===== config.mk =====
export PLATFORM = sky130hd
export DESIGN_NAME = ahbl_apb3_bridge
export DESIGN_NICKNAME = d
export VERILOG_FILES = /design/src/rtl/ahbl_apb3_bridge.sv
export SDC_FILE = /design/constraint.sdc
export NUM_CORES = 1
export LEC_CHECK = 0
export ABC_AREA = 1
export ABC_CLOCK_PERIOD_IN_PS = 2050
export CELL_PAD_IN_SITES_DETAIL_PLACEMENT = 1
export CELL_PAD_IN_SITES_GLOBAL_PLACEMENT = 1
export CORE_MARGIN = 2
export CORE_UTILIZATION = 34
export DETAILED_ROUTE_END_ITERATION = 10
export GPL_TIMING_DRIVEN = 0
export PLACE_DENSITY_LB_ADDON = 0.1
export SKIP_LAST_GASP = 1
export SLEW_MARGIN = 20
export SYNTH_ARGS = -nofsm -noshare
export SYNTH_HDL_FRONTEND = slang
export SYNTH_SLANG_ARGS = --single-unit

===== constraint.sdc =====
create_clock -name HCLK -period 2.05 [get_ports HCLK]
set_clock_uncertainty 0.2 [all_clocks]
set_input_delay 0.205 -clock HCLK [delete_from_list [all_inputs] [get_ports HCLK]]
set_output_delay 0.205 -clock HCLK [all_outputs]
set_load 0.005 [all_outputs]

===== src/rtl/ahbl_apb3_bridge.sv =====
// AHB-Lite slave that turns each accepted transfer into one APB3 access.
// All outputs are registered; bad HSIZE, PSLVERR and PREADY timeout give a two-cycle ERROR.
module ahbl_apb3_bridge #(
  parameter int APB_AWIDTH = 32,
  parameter int TIMEOUT    = 0
) (
  input  logic                  HCLK,
  input  logic                  HRESETN,
  input  logic                  HSEL,
  input  logic [31:0]           HADDR,
  input  logic [1:0]            HTRANS,
  input  logic                  HWRITE,
  input  logic [2:0]            HSIZE,
  input  logic [31:0]           HWDATA,
  input  logic                  HREADY,
  output logic                  HREADYOUT,
  output logic                  HRESP,
  output logic [31:0]           HRDATA,
  output logic                  PSEL,
  output logic                  PENABLE,
  output logic                  PWRITE,
  output logic [APB_AWIDTH-1:0] PADDR,
  output logic [31:0]           PWDATA,
  input  logic [31:0]           PRDATA,
  input  logic                  PREADY,
  input  logic                  PSLVERR
);

  typedef enum logic [2:0] {
    ST_IDLE, ST_LATCH, ST_SETUP, ST_ACCESS, ST_ERR1, ST_ERR2
  } state_t;

  localparam bit         TO_EN   = (TIMEOUT != 0);
  localparam logic [7:0] TO_LAST = 8'((TIMEOUT > 0) ? TIMEOUT - 1 : 0);

  state_t                state, next;
  logic [APB_AWIDTH-1:0] addr_q;
  logic                  write_q;
  logic [7:0]            count;
  logic                  acc, size_ok, take;

  assign acc     = HSEL & HREADY & ((HTRANS == 2'b10) || (HTRANS == 2'b11));
  assign size_ok = (HSIZE <= 3'b010);
  assign take    = acc & ((state == ST_IDLE) || (state == ST_ERR2));

  always_comb begin
    next = state;
    case (state)
      ST_IDLE:   if (take) next = size_ok ? ST_LATCH : ST_ERR1;
      ST_LATCH:  next = ST_SETUP;
      ST_SETUP:  next = ST_ACCESS;
      ST_ACCESS: begin
        if (PREADY)
          next = PSLVERR ? ST_ERR1 : ST_IDLE;
        else if (TO_EN && (count == TO_LAST))
          next = ST_ERR1;
      end
      ST_ERR1:   next = ST_ERR2;
      ST_ERR2:   next = take ? (size_ok ? ST_LATCH : ST_ERR1) : ST_IDLE;
      default:   next = ST_IDLE;
    endcase
  end

  // Control outputs are decoded from the next state so they are flops, not logic.
  always_ff @(posedge HCLK or negedge HRESETN) begin
    if (!HRESETN) begin
      state     <= ST_IDLE;
      HREADYOUT <= 1'b1;
      HRESP     <= 1'b0;
      PSEL      <= 1'b0;
      PENABLE   <= 1'b0;
      count     <= 8'd0;
    end else begin
      state     <= next;
      HREADYOUT <= (next == ST_IDLE) || (next == ST_ERR2);
      HRESP     <= (next == ST_ERR1) || (next == ST_ERR2);
      PSEL      <= (next == ST_SETUP) || (next == ST_ACCESS);
      PENABLE   <= (next == ST_ACCESS);
      count     <= ((state == ST_ACCESS) && (next == ST_ACCESS)) ? count + 8'd1 : 8'd0;
    end
  end

  always_ff @(posedge HCLK or negedge HRESETN) begin
    if (!HRESETN) begin
      addr_q  <= '0;
      write_q <= 1'b0;
      PADDR   <= '0;
      PWRITE  <= 1'b0;
      PWDATA  <= 32'd0;
      HRDATA  <= 32'd0;
    end else begin
      if (take) begin
        addr_q  <= HADDR[APB_AWIDTH-1:0];
        write_q <= HWRITE;
      end
      if (state == ST_LATCH) begin
        PADDR  <= addr_q;
        PWRITE <= write_q;
        if (write_q)
          PWDATA <= HWDATA;
      end
      if ((state == ST_ACCESS) && PREADY && !PSLVERR && !write_q)
        HRDATA <= PRDATA;
    end
  end

endmodule


Word level (Yosys, flattened, before mapping) --
Cells that the tools add are included. Widths: inputs -> output; s select.
Word-level totals: bits in latches 0, output and inout bits 101, logic and storage cells 45, ROM bits 0, memories 0, RAM bits 0, register bits after elaboration 137, bits of input ports 108
Operators by class: $add $sub $neg 0, $mul 0, muxes and demuxes 6, order comparisons 1, shift-type cells 0, reductions and logical operators 13, bitwise logic cells 3, eq/ne operators 11, div/mod/pow operators 0
Operators with widths (count):
- $pmux 3 s6 | 1
- $mux 3 | 5
- $eq 3x2->1 const B | 4
- $eq 3x3->1 const B | 4
- $logic_not 3->1 | 2
- $logic_or 1x1->1 | 5
- $eq 2x2->1 const B | 2
- $and 1x1->1 | 3
- $eq 3x1->1 const B | 1
- $le 3x2->1 const B | 1
- $logic_and 1x1->1 | 3
- $logic_not 1->1 | 2
- $reduce_and 2->1 | 1

Longest topological paths before layout --
depth after elaboration 8, mapped depth 9

Worst setup path before layout --
No wires, ideal clock.
kind register to register, start reg state[1], end reg addr_q[10], cell stages (with the launch flop) 7, path buffers 1, path slack 0.450 ns, setup time 0.125 ns, clock period less this slack 1.600 ns, arrival time 1.275 ns, path through dfrtp_1 > inv_2 > nand2_1 > nand2_1 > nand3b_4 > buf_6 > mux2_4
On the way: cells in the longest elaborated chain, start to end 3, elaborated cells on any way between the ends 4
Ends and longest elaborated chain:
- start, declared | RTL line 36 | state_t state, next;
- start signal, assigned | RTL line 74 | state <= next;
- $eq 3x3->1 / $logic_not 3->1 (equally long branches) | RTL line 44 | assign take = acc & ((state == ST_IDLE) || (state == ST_ERR2));
- $logic_or 1x1->1 (*) | RTL line 44
- $and 1x1->1 (*) | RTL line 44
- end signal, assigned | RTL line 93 | addr_q <= HADDR[APB_AWIDTH-1:0];
- end, declared | RTL line 37 | logic [APB_AWIDTH-1:0] addr_q;
Mark *: on every way between the ends. The rest lies on a longest branch, timed or not. A chain may end at the register's enable or synchronous reset.

Final worst setup path --
start reg HREADYOUT, end out HREADYOUT
RTL lines:
- start, declared | RTL line 16 | output logic HREADYOUT,
- start signal, assigned | RTL line 75 | HREADYOUT <= (next == ST_IDLE) || (next == ST_ERR2);
No word-level cell between the ends.

==> results.cfg <==
[drt]
dr.pass1.iters = 4
drt_iter0_markers = 104
ant_nets = 0
wirelength_um = 14000
vias = 3726
drc = 0
wl_per_cell_um = 16.6
viasPerCell = 4.41

[logic_synthesis]
syn-num-nets = 496
netlist_area_mm2 = 0.00543
syn_inst = 388
yosys_register_bits = 137
syn-mean-instance-area_um2 = 14.0
ys_warn_count = 0
yosysSeqAreaShare_pct = 63.2
synth_cell_types = 22

[placed_design]
numPortBuffers = 207
hpwl_um = 10100
post-place-cells = 812
gp_congestion = 0.730

[cts]
numCtsBuffers = 17
ctsResizeCount = 0
clock_sinks = 137
cts_tree = done
clock-root-buffer = clkbuf_16
htree_levels = 4
clk-insertion-delay-late_ns = 0.41
clkTransAtPathRegs_ns = 0.06
clockBufferDepth = 2

[finish]
final_cells = 844
area_delta_synth_final_pct = 54.2
layout_commonest_cell = clkdlybuf4s50_1
antenna_cells = 0
final_nets = 724
drive_above_1_share_pct = 18.8
mostFrequentLayoutCells = clkdlybuf4s50_1 (206), dfrtp_1 (136), nand2_1 (109), mux2_4 (59), mux2_1 (30)

[grt]
overflow = 0
track_usage_pct = 16.9
antenna_found_initial = 0
grt_pass1_wl_um = 21500
grt_pass1_vias = 4056
grt_max_degree = 74

[setup_path]
worstSetupStartpointType = flop
end_kind = output port
slowest_delay_ns = 0.51
path_buf_inv = 1
cp.arrival_ns = 1.44
critPathKind = reg2out
crit_fanout = 1
required_ns = 1.64
cp_top_family = flip-flops
crit_slowest_cell = dfstp_2
crit_chain = clkdlybuf4s50_1

[die]
dieArea_mm2 = 0.0170
fp.coreArea_mm2 = 0.0158
rows = 46
die_x_um = 130
start_util_pct = 34.4
die_h_um = 130
ios = 209

[timing]
period_share_pct = 89.8
finalSetupViolCount = 0
rsz0062_at_grt = no
slew_violations = 0
layout_min_cycle_time_ns = 1.84
hold_viol = 0
max_freq_mhz = 543
slew-limit-headroom_pct = 65.0
worst_pin_slew_ns = 0.525
holdWs_ns = 0.146

[pwr]
p_leak_nw = 3.99
peakVddDrop_mv = 0.673
power_density_mw_per_mm2 = 1490

[outcome]
status = finished clean

[job]
drv_cap = 0

[min_path]
hp-class = in2async
==> metrics by stage <==
step / total power, mW / utilization (%) / setup slack [ns] / cell area [um^2] / setup TNS, ns
2_1_floorplan: 6.89 / - / 0.450 / 5430 / 0
5_1_grt: 13.3 / 53.1 / 0.0578 / 8370 / 0
4_1_cts: 12.7 / 53.1 / 0.169 / 8370 / 0
3_5_place_dp: 9.67 / 49.5 / 0.140 / 7800 / 0
6_report: 12.4 / 53.1 / 0.208 / 8370 / 0
3_3_place_gp: 9.45 / 49.3 / -4.93 / 7770 / -672.28
==> registers in the layout, indices dropped and copies added, names as in the netlist <==
signal,cells
HRDATA,32
PADDR,32
PWDATA,32
addr_q,32
state,3
HREADYOUT,1
HRESP,1
PENABLE,1
PSEL,1
PWRITE,1
write_q,1
==> timing repair <==
action,4_1_cts,5_1_grt
endpoints found under the setup margin,0,0
hold buffers,1,0
setup buffers,0,0
hold endpoints to repair,64,0
==> synth_stat cells <==
cell      instances  area, um^2
nand2_1         109         409
o21ai_1           1        5.00
nor2_4            1        11.3
buf_6             6        67.6
inv_1             7        26.3
mux2_4           59         886
nor2_1            7        26.3
nand3_1           5        25.0
mux2_2            8        90.1
dfrtp_1         136        3400
nand3b_4          1        20.0
nand2_4           1        11.3
buf_1             3        11.3
a211oi_1          1        7.51
buf_4             3        22.5
inv_2             3        11.3
mux2_1           30         338
nand3_2           1        10.0
clkbuf_1          3        11.3
dfstp_2           1        26.3
buf_2             1        5.00
a21oi_1           1        5.00
==> where the power goes <==
part | switching [mW] | internal, mW | leakage (nW)
sequential | 0.698 | 4.01 | 1.68
clock | 1.14 | 1.76 | 0.270
combinational | 1.69 | 3.14 | 2.04
==> worst reg2reg max path, delay by kind of cell (launching register included) <==
family	cells	cell delay (ns)
buffers and inverters	3	0.54
flip-flops	1	0.44
AND/OR/NAND/NOR	4	0.52
==> path summary, 6_finish.rpt <==
path / start / endpoint / slack (ns) / depth (start not counted)
worst max-delay path: HREADYOUT / HREADYOUT / 0.21 / 1
worst min-delay path: HRESETN / PWDATA[26] / 0.15 / 2
worst max register to register: state[1] / PADDR[24] / 0.24 / 7
worst min register to register: PADDR[5] / PADDR[5] / 0.27 / 2
max in group asynchronous: HRESETN / HREADYOUT / 0.75 / 3
min in group HCLK: PRDATA[23] / HRDATA[23] / 0.18 / 2
==> area by class of cell <==
type	count	area (um^2)
plain buffers	16	118
inverters	10	37.5
flip-flops and latches	137	3430
multi-input cells	225	1840
clock inverters	14	134
clock buffers	17	425
fillers	1607	7400
well taps	216	270
repair buffers	209	2110
==> routing by layer <==
layer / up-vias / global-route usage (%) / part of all wire, %
met2: 143 / 27.9 / 49
met3: 14 / 6.81 / 9.0
met5: - / 0 / 0
met4: 0 / 5.82 / 1.1
met1: 1836 / 20.0 / 41
li1: 1733 / - / -
==> logic make-up (layout without fill, tap and decap cells) <==
kind of cell	count (synthesis)	count (layout)	synth area share, %
DFF	137	137	63.2
and+or+nand+nor	125	125	9.45
muxes	97	97	24.2
buffers and inverters	26	266	2.86
AOI/OAI and AO/OA	3	3	0.323
(Power assumes the default switching activity.)
